### src/rtl/operand_memory_pkg.sv
// Shared types and helpers for the operand store: state encoding, bank
// select values and the address split used by every read port.
package operand_memory_pkg;

  typedef enum logic {
    ST_IDLE = 1'b0,
    ST_LOAD = 1'b1
  } ld_state_e;

  localparam logic BANK_IMG = 1'b0;
  localparam logic BANK_KER = 1'b1;

  typedef struct packed {
    logic        bank;
    logic [30:0] index;
  } addr_split_t;

  function automatic int clog2(input int value);
    int result;
    int v;
    result = 0;
    v = value - 1;
    while (v > 0) begin
      result++;
      v = v >> 1;
    end
    return result;
  endfunction

  // The top address bit picks the bank; the remaining bits are row*IMG_N+col.
  function automatic addr_split_t addr_split(input logic [31:0] addr, input int addr_w);
    addr_split_t s;
    s.bank  = addr[5'(addr_w - 1)];
    s.index = 31'(addr & ((32'd1 << (addr_w - 1)) - 32'd1));
    return s;
  endfunction

endpackage

### src/rtl/operand_read_port.sv
// One registered read port: decodes bank/index, zero-fills locations outside
// the stored image or kernel, and holds its data when not enabled.
module operand_read_port
  import operand_memory_pkg::*;
#(
  parameter int DATA_W = 8,
  parameter int IMG_N  = 4,
  parameter int KER_N  = 3,
  parameter int ADDR_W = 5
) (
  input  logic              clk,
  input  logic              rst,
  input  logic [DATA_W-1:0] img_mem_i [IMG_N*IMG_N],
  input  logic [DATA_W-1:0] ker_mem_i [KER_N*KER_N],
  input  logic              rd_en_i,
  input  logic [ADDR_W-1:0] rd_addr_i,
  output logic [DATA_W-1:0] rd_data_o,
  output logic              rd_valid_o
);

  localparam int IMG_WORDS = IMG_N * IMG_N;
  localparam int KER_WORDS = KER_N * KER_N;
  localparam int IMG_AW    = clog2(IMG_WORDS);
  localparam int KER_AW    = (KER_WORDS > 1) ? clog2(KER_WORDS) : 1;

  addr_split_t       split;
  int unsigned       ker_row;
  int unsigned       ker_col;
  logic [DATA_W-1:0] word;
  logic [DATA_W-1:0] data_q;
  logic              valid_q;

  // The kernel shares the image stride, so its row/col come from IMG_N.
  always_comb begin
    split   = addr_split(32'(rd_addr_i), ADDR_W);
    ker_row = 32'(split.index) / IMG_N;
    ker_col = 32'(split.index) % IMG_N;
    word    = '0;
    if (split.bank == BANK_IMG) begin
      if (32'(split.index) < IMG_WORDS) begin
        word = img_mem_i[IMG_AW'(split.index)];
      end
    end else if (ker_row < KER_N && ker_col < KER_N) begin
      word = ker_mem_i[KER_AW'(ker_row * KER_N + ker_col)];
    end
  end

  always_ff @(posedge clk) begin
    if (rst) begin
      data_q  <= '0;
      valid_q <= 1'b0;
    end else begin
      valid_q <= rd_en_i;
      if (rd_en_i) begin
        data_q <= word;
      end
    end
  end

  assign rd_data_o  = data_q;
  assign rd_valid_o = valid_q;

endmodule

### src/rtl/operand_memory.sv
// Image + kernel operand store with a streaming loader and NUM_RD
// independent registered read ports.
module operand_memory
  import operand_memory_pkg::*;
#(
  parameter  int DATA_W = 8,
  parameter  int IMG_N  = 4,
  parameter  int KER_N  = 3,
  parameter  int NUM_RD = 3,
  localparam int ADDR_W = 1 + clog2(IMG_N * IMG_N)
) (
  input  logic                     clk,
  input  logic                     rst,
  input  logic                     ld_start,
  input  logic                     ld_sel,
  input  logic                     ld_valid,
  output logic                     ld_ready,
  input  logic [DATA_W-1:0]        ld_data,
  output logic                     ld_done,
  output logic                     img_loaded,
  output logic                     ker_loaded,
  output logic                     operands_ready,
  input  logic [NUM_RD-1:0]        rd_en,
  input  logic [NUM_RD*ADDR_W-1:0] rd_addr,
  output logic [NUM_RD*DATA_W-1:0] rd_data,
  output logic [NUM_RD-1:0]        rd_valid
);

  localparam int IMG_WORDS = IMG_N * IMG_N;
  localparam int KER_WORDS = KER_N * KER_N;
  localparam int IMG_AW    = clog2(IMG_WORDS);
  localparam int KER_AW    = (KER_WORDS > 1) ? clog2(KER_WORDS) : 1;
  localparam int RC_W      = clog2(IMG_N);

  ld_state_e         state_q;
  logic              sel_q;
  logic [RC_W-1:0]   row_q;
  logic [RC_W-1:0]   col_q;
  logic              ld_ready_q;
  logic              ld_done_q;
  logic              img_loaded_q;
  logic              ker_loaded_q;
  logic [DATA_W-1:0] img_mem_q [IMG_WORDS];
  logic [DATA_W-1:0] ker_mem_q [KER_WORDS];

  int unsigned width_d;
  int unsigned wr_idx_d;
  logic        last_col_d;
  logic        last_row_d;
  logic        beat_d;

  // Write pointer uses the loading bank's own width, so kernel words pack densely.
  always_comb begin
    width_d    = (sel_q == BANK_KER) ? 32'(KER_N) : 32'(IMG_N);
    last_col_d = (32'(col_q) == width_d - 1);
    last_row_d = (32'(row_q) == width_d - 1);
    beat_d     = (state_q == ST_LOAD) && ld_valid;
    wr_idx_d   = 32'(row_q) * width_d + 32'(col_q);
  end

  always_ff @(posedge clk) begin
    if (rst) begin
      state_q      <= ST_IDLE;
      sel_q        <= BANK_IMG;
      row_q        <= '0;
      col_q        <= '0;
      ld_ready_q   <= 1'b0;
      ld_done_q    <= 1'b0;
      img_loaded_q <= 1'b0;
      ker_loaded_q <= 1'b0;
    end else begin
      ld_done_q <= 1'b0;
      case (state_q)
        ST_IDLE: begin
          if (ld_start) begin
            state_q    <= ST_LOAD;
            sel_q      <= ld_sel;
            row_q      <= '0;
            col_q      <= '0;
            ld_ready_q <= 1'b1;
            if (ld_sel == BANK_KER) ker_loaded_q <= 1'b0;
            else                    img_loaded_q <= 1'b0;
          end
        end
        ST_LOAD: begin
          if (ld_valid) begin
            if (last_col_d) begin
              col_q <= '0;
              if (last_row_d) begin
                state_q    <= ST_IDLE;
                row_q      <= '0;
                ld_ready_q <= 1'b0;
                ld_done_q  <= 1'b1;
                if (sel_q == BANK_KER) ker_loaded_q <= 1'b1;
                else                   img_loaded_q <= 1'b1;
              end else begin
                row_q <= row_q + 1'b1;
              end
            end else begin
              col_q <= col_q + 1'b1;
            end
          end
        end
      endcase
    end
  end

  always_ff @(posedge clk) begin
    if (rst) begin
      for (int i = 0; i < IMG_WORDS; i++) img_mem_q[IMG_AW'(i)] <= '0;
      for (int i = 0; i < KER_WORDS; i++) ker_mem_q[KER_AW'(i)] <= '0;
    end else if (beat_d) begin
      if (sel_q == BANK_KER) ker_mem_q[KER_AW'(wr_idx_d)] <= ld_data;
      else                   img_mem_q[IMG_AW'(wr_idx_d)] <= ld_data;
    end
  end

  for (genvar gi = 0; gi < NUM_RD; gi++) begin : g_rd
    operand_read_port #(
      .DATA_W (DATA_W),
      .IMG_N  (IMG_N),
      .KER_N  (KER_N),
      .ADDR_W (ADDR_W)
    ) u_port (
      .clk        (clk),
      .rst        (rst),
      .img_mem_i  (img_mem_q),
      .ker_mem_i  (ker_mem_q),
      .rd_en_i    (rd_en[gi]),
      .rd_addr_i  (rd_addr[gi*ADDR_W +: ADDR_W]),
      .rd_data_o  (rd_data[gi*DATA_W +: DATA_W]),
      .rd_valid_o (rd_valid[gi])
    );
  end

  assign ld_ready       = ld_ready_q;
  assign ld_done        = ld_done_q;
  assign img_loaded     = img_loaded_q;
  assign ker_loaded     = ker_loaded_q;
  assign operands_ready = img_loaded_q & ker_loaded_q;

endmodule

### config.mk
export PLATFORM = sky130hd
export DESIGN_NAME = operand_memory
export DESIGN_NICKNAME = d
export VERILOG_FILES = /design/src/rtl/operand_memory_pkg.sv /design/src/rtl/operand_read_port.sv /design/src/rtl/operand_memory.sv
export SDC_FILE = /design/constraint.sdc
export NUM_CORES = 1
export LEC_CHECK = 0
export CAP_MARGIN = 10
export CORE_MARGIN = 2
export CORE_UTILIZATION = 55
export DETAILED_ROUTE_END_ITERATION = 12
export PLACE_DENSITY_LB_ADDON = 0.15
export REMOVE_ABC_BUFFERS = 1
export SYNTH_ARGS = -nofsm -noshare
export SYNTH_HDL_FRONTEND = slang
export SYNTH_SLANG_ARGS = --single-unit
### constraint.sdc
create_clock -name clk -period 3.9 [get_ports clk]
set_input_delay 0.78 -clock clk [delete_from_list [all_inputs] [get_ports clk]]
set_output_delay 0.78 -clock clk [all_outputs]
set_load 0.02 [all_outputs]
======== Yosys cells after proc, flatten, opt, wreduce, memory -nomap -nowiden ========
Cells that the tools add are included.
operators by class
  mux-type cells .......................... 65
  multiply operators ...................... 4
  bitwise logic cells ..................... 13
  reductions and logical operators ........ 16
  equality and inequality tests ........... 10
  magnitude comparators ................... 17
  $add $sub $neg .......................... 7
operators by type and width
  cell                                                       number
  binary-select mux 8 bit (select 4 bit)                     6
  two-way mux 8 bit                                          22
  bitwise mux 128 bit                                        1
  bitwise mux 72 bit                                         1
  == test 2 x 32 -> 1 bit                                    2
  greater-or-equal comparator 5 bit (second input constant)  7
  inverter 4 -> 5 bit                                        7
  demux 8 bit (select 4 bit)                                 1
  two-way mux 1 bit                                          21
  adder 4 x 2 -> 4 bit                                       4
  < comparator 4 x 5 -> 1 bit (second input constant)        3
  < comparator 2 bit (second input constant)                 6
  multiplier 2 x 2 -> 4 bit (second input constant)          3
  two-way mux 2 bit                                          6
  AND reduction 6 bit                                        2
  != test 2 bit (second input constant)                      5
  AND reduction 3 bit                                        3
  one-hot mux 1 bit (2 select lines)                         4
  one-hot mux 2 bit (2 select lines)                         2
  AND reduction 2 bit                                        4
  != test 2 x 1 -> 1 bit (second input constant)             3
  logical AND 1 bit                                          5
  < comparator 5 x 1 -> 1 bit (second input constant)        1
  inverter 1 bit                                             5
  7 further kinds                                            8
word-level totals
  output and inout bits ................... 32
  logic and storage cells ................. 171
  register bits after elaboration ......... 237

======== Longest topological paths before layout ========
  depth after elaboration ................. 9
  gate-level depth with buffers ........... 14
  gate-level depth less buffers ........... 12

======== By module ========
Synthesis repeated with hierarchy kept, for this count alone.
unflattened totals
  cell total of the unflattened synthesis .. 1,373
  area total of the unflattened synthesis .. 14,430.1 um2
by module, submodules not included
  module                                  area an instance (um2)  cells each  seq. area each (um2)  instances
  operand_memory                          7,716.2                 603         4,924.7               1
  operand_read_port (g_rd[1].u_port ...)  2,239.6                 269         180.2                 2
  operand_read_port (g_rd[0].u_port)      2,234.6                 232         180.2                 1

======== Worst setup path after synthesis ========
OpenSTA, ideal clock, no wires.
  path kind ............................... reg2reg
  start point ............................. register row_q[0] (netlist name)
  end point ............................... register img_mem_q[24] in the netlist's numbering (enable)
  setup slack ............................. 0.477 ns
  required time ........................... 3.517 ns
  arrival time ............................ 3.040 ns
  cell stages (with the launch flop) ...... 12
  cells stage by stage .................... dfxtp_1 > ha_1 > inv_1 > fa_1 > inv_1 > ha_1 > inv_1 > fa_1 > xor3_2 > nor4_1 > nand2_1 > nor3_1
RTL lines
  element                        line                   text
  end signal, assigned by index  operand_memory.sv:114  else img_mem_q[IMG_AW'(wr_idx_d)] <= ld_data;
  end, declared                  operand_memory.sv:43   logic [DATA_W-1:0] img_mem_q [IMG_WORDS];

======== Worst setup path after layout ========
  start point ............................. register sel_q
  end point ............................... register img_mem_q[80] in the netlist's numbering
on the way
  cells in the longest elaborated chain, start to end .. 9
RTL lines
  element                                                                                                        line                   text
  start, declared                                                                                                operand_memory.sv:36   logic sel_q;
  start signal, assigned                                                                                         operand_memory.sv:77   sel_q <= ld_sel;
  two-way mux 3 bit                                                                                              operand_memory.sv:54   width_d = (sel_q == BANK_KER) ? 32'(KER_N) : 32'(IMG_N);
  multiplier 2 x 3 -> 4 bit                                                                                      operand_memory.sv:58   wr_idx_d = 32'(row_q) * width_d + 32'(col_q);
  adder 4 x 2 -> 4 bit                                                                                           operand_memory.sv:58
  inverter 4 -> 5 bit (not written as such)                                                                      operand_memory.sv:114
  greater-or-equal comparator 5 bit (not written as such) / < comparator 5 x 1 -> 1 bit (equally long branches)  operand_memory.sv:114
  logical AND 1 bit (not written as such)                                                                        operand_memory.sv:114
  two-way mux 8 bit (not written as such)                                                                        operand_memory.sv:114
  demux 8 bit (select 4 bit)                                                                                     operand_memory.sv:114
  bitwise mux 128 bit                                                                                            operand_memory.sv:114
Several ways; a longest one is shown, not always the timed one.
A chain may end at the register's enable or synchronous reset.

==> impl_metrics.sql <==
INSERT INTO impl_metrics (metric_group, metric, value, unit) VALUES
('setup_path', 'cp-startpoint', 'sel_q', ''),
('setup_path', 'crit_arrival', '4.16', 'ns'),
('power', 'fin_total_pwr', '6.07', 'mW'),
('floorplan', 'die_height', '162', 'um'),
('placement', 'place.detailed.hpwl', '31100', 'um'),
('global_routing', 'grt_overflow_total', '0', ''),
('min_path', 'worstHoldStart', 'ld_ready', ''),
('setup_path', 'cp_max_fo', '22', ''),
('layout', 'final-seq-area', '5470', 'sq um'),
('clock_network', 'ctsHoldBuffers', '0', ''),
('logic_synthesis', 'async_flop_share', '0', '%'),
('power', 'vdd.ir_drop.worst', '0.000349', 'V'),
('layout', 'multi_input_area', '7710', 'sq um'),
('routing', 'drt-initial-drc-count', '1425', ''),
('sta', 'timing.final.crit_period', '3.69', 'ns'),
('routing', 'avgRoutedWirePerCell', '26.4', 'um'),
('sta', 'fmax', '271', 'MHz'),
('floorplan', 'floorplan.initialDensity', '56.1', '%'),
('clock_network', 'htree_num_levels', '1', ''),
('layout', 'finalInstanceArea', '15800', 'sq um'),
('clock_network', 'post_cts_buffers', '0', ''),
('routing', 'number_of_antenna_violating_nets_in_the_routed_design', '0', ''),
('logic_synthesis', 'biggest_area_consumer_among_synthesized_cells', 'sky130_fd_sc_hd__dfxtp_1', ''),
('floorplan', 'core_area', '24400', 'sq um'),
('setup_path', 'worstSetupStartpointType', 'register', ''),
('sta', 'drv_slew', '0', ''),
('logic_synthesis', 'synth.avg_cell_area', '10.7', 'sq um'),
('logic_synthesis', 'postSynthRegisterBits', '237', ''),
('logic_synthesis', 'netlist-cell-type-count', '59', ''),
('min_path', 'worstHoldPathType', 'register to register', ''),
('floorplan', 'die_width', '162', 'um'),
('layout', 'final_net_count', '1396', ''),
('sta', 'fin_setup_tns', '0', 'ns'),
('logic_synthesis', 'primary_flip_flop_cell_chosen_by_synthesis_mapping', 'sky130_fd_sc_hd__dfxtp_1', ''),
('setup_path', 'worstPathRequired', '4.36', 'ns'),
('sta', 'final_hold_viol_count', '0', ''),
('run_status', 'run_status', 'complete, no violations', ''),
('clock_network', 'cts_resized', '0', ''),
('layout', 'diodes', '0', ''),
('placement', 'portBuffers', '62', ''),
('global_routing', 'antenna_violations_before_repair', '2', ''),
('setup_path', 'reg2reg_from', 'sel_q', ''),
('layout', 'post_layout_nonfiller_instances', '1687', ''),
('run', 'drv.max_cap_violation_count', '0', ''),
('power', 'p_leak', '6.06', 'nW'),
('routing', 'wirelength', '44500', 'um'),
('routing', 'vias_per_cell', '6.67', ''),
('sta', 'final.setup_skew', '0.00959', 'ns'),
('clock_network', 'tritoncts', 'yes', ''),
('clock_network', 'numClockSinks', '237', ''),
('placement', 'dpl.cell_count', '1638', ''),
('clock_network', 'worst_skew_late_latency', '0.54', 'ns'),
('placement', 'gpl.final_weighted_congestion', '0.991', ''),
('floorplan', 'die_area', '26200', 'sq um'),
('power', 'power.net_switching', '1.58', 'mW'),
('sta', 'rsz_0062_raised_after_global_routing', 'no', ''),
('clock_network', 'tritoncts.num_buffers', '27', ''),
('sta', 'timing.final.crit_share', '94.7', '%'),
('placement', 'placement.cell_area', '14800', 'sq um'),
('setup_path', 'critical_path_capture_point_type', 'register', ''),
('logic_synthesis', 'post_synth_edffs', '72', ''),
('floorplan', 'design.portCount', '63', ''),
('setup_path', 'crit_type', 'register to register', ''),
('sta', 'transition_at_the_pin_with_the_smallest_max_transition_slack', '1.23', 'ns'),
('routing', 'first_pass_iters', '6', ''),
('layout', 'layout-drive-gt1-share', '15.7', '%'),
('power', 'cell_internal_pwr', '4.49', 'mW'),
('floorplan', 'rows', '57', ''),
('logic_synthesis', 'mappedNetlistArea', '13700', 'sq um'),
('power', 'p_per_area', '385', 'nW/um^2'),
('power', 'share_seq_of_total_power', '42.8', '%');
==> worst max-delay path, cell delays in order (launching register included) <==
cell,delay [ns]
sky130_fd_sc_hd__dfxtp_1,0.43
sky130_fd_sc_hd__ha_1,0.21
sky130_fd_sc_hd__inv_1,0.06
sky130_fd_sc_hd__fa_1,0.50
sky130_fd_sc_hd__inv_1,0.04
sky130_fd_sc_hd__ha_1,0.18
sky130_fd_sc_hd__inv_1,0.06
sky130_fd_sc_hd__fa_1,0.54
sky130_fd_sc_hd__inv_1,0.21
sky130_fd_sc_hd__nand4_4,0.36
sky130_fd_sc_hd__nor2_1,0.70
sky130_fd_sc_hd__nand2_1,0.12
sky130_fd_sc_hd__a21oi_1,0.18
==> cells by family (layout without fill, tap and decap cells) <==
family,count (synthesis),count (layout),share of synthesized area (%)
flip-flops,237,237,39.9
AO/OA/AOI/OAI,221,221,10.6
adder cells (fa/ha/maj),22,22,2.45
XOR/XNOR,3,3,0.311
buffers and inverters,115,197,3.88
multiplexers,316,316,30.2
AND/OR/NAND/NOR,367,367,12.6
==> path summary, 6_finish.rpt <==
path,cells past startpoint,to,slack [ns]
max,12,img_mem_q[80],0.21
min,2,ld_ready,0.49
max reg2reg,12,img_mem_q[80],0.21
min reg2reg,2,ld_ready,0.49
==> layer usage <==
| layer | routed length (um) | part of all wire (%) | global-route usage, % | up-vias |
|---|---|---|---|---|
| met5 | 23 | 0.052 | 0 | - |
| met4 | 1850 | 4.2 | 13.3 | 4 |
| met3 | 4880 | 11 | 6.61 | 128 |
| met2 | 20100 | 45 | 53.2 | 680 |
| met1 | 17700 | 40 | 46.6 | 5489 |
| li1 | - | - | - | 4947 |
==> layout by cell type (no fill, tap or decap), types with 4 or more instances in the layout <==
cell                                n
sky130_fd_sc_hd__inv_1             12
sky130_fd_sc_hd__nor3b_1            4
sky130_fd_sc_hd__clkbuf_1           6
sky130_fd_sc_hd__a211o_1            5
sky130_fd_sc_hd__mux2i_1          238
sky130_fd_sc_hd__buf_4             72
sky130_fd_sc_hd__a221oi_1           4
sky130_fd_sc_hd__a22o_1             8
sky130_fd_sc_hd__and2_1             7
sky130_fd_sc_hd__ha_1              14
sky130_fd_sc_hd__nor2b_1           20
sky130_fd_sc_hd__a21oi_1           67
sky130_fd_sc_hd__nor3_1            15
sky130_fd_sc_hd__o211ai_1           4
sky130_fd_sc_hd__nand3_1           41
sky130_fd_sc_hd__and3_1             8
sky130_fd_sc_hd__dfxtp_1          165
sky130_fd_sc_hd__nor2_1           155
sky130_fd_sc_hd__a31oi_1            4
sky130_fd_sc_hd__o21ai_0           38
sky130_fd_sc_hd__a311oi_1          14
sky130_fd_sc_hd__a22oi_1           57
sky130_fd_sc_hd__clkdlybuf4s50_1   58
sky130_fd_sc_hd__nand2_1           79
sky130_fd_sc_hd__buf_12             5
sky130_fd_sc_hd__mux4_2            78
sky130_fd_sc_hd__fa_1               8
sky130_fd_sc_hd__nand2b_1           8
sky130_fd_sc_hd__edfxtp_1          72
sky130_fd_sc_hd__clkbuf_8           9
sky130_fd_sc_hd__clkbuf_16         29
==> registers in the layout (all words and copies together), names as in the netlist <==
signal / count
col_q: 2
g_rd.u_port.rd_data_o: 24
g_rd.u_port.rd_valid_o: 3
img_loaded: 1
img_mem_q: 128
ker_loaded: 1
ker_mem_q: 72
ld_done: 1
ld_ready: 1
row_q: 2
sel_q: 1
state_q: 1
==> through the flow <==
stage	worst slack, ns	hold slack, ns	util [%]
floorplan	0.115	0.448	-
detailed placement	0.181	0.484	60.9
global placement	0.222	0.474	60.9
global route	0.0270	0.526	64.7
finish	0.206	0.486	64.7
CTS	0.256	0.493	64.7
==> synthesized netlist by cell type, drive strengths merged, types with 2 or more instances <==
cell,count
a211o,5
a211oi,2
a21o,3
a21oi,67
a221oi,4
a22o,8
a22oi,57
a311oi,14
a31oi,4
a32oi,3
and2,8
and3,8
and3b,2
and4,2
buf,44
clkbuf,59
dfxtp,165
edfxtp,72
fa,8
ha,14
inv,12
mux2i,238
mux4,78
nand2,79
nand2b,8
nand3,43
nand3b,2
nand4,5
nor2,158
nor2b,20
nor3,17
nor3b,4
nor4,4
nor4b,2
o2111a,2
o2111ai,3
o211ai,4
o21ai,38
o21bai,3
or3,3
==> area by class of cell <==
cell class	instances	area share, %
multi-input cells	929	48.9
repair buffers	136	7.77
clock buffers	44	5.53
inverters	12	0.286
flip-flops and latches	237	34.6
clock inverters	5	0.349
well taps	324	2.57
==> power groups by stage <==
stage	clock, mW	sequential, mW	combinational (mW)
2_1_floorplan	0	2.66	0.377
3_3_place_gp	0	2.65	0.817
3_5_place_dp	0	2.65	0.820
4_1_cts	2.64	2.60	0.825
5_1_grt	2.74	2.60	0.880
6_report	2.62	2.60	0.843
No activity file was read; power rests on OpenSTA's default activity.
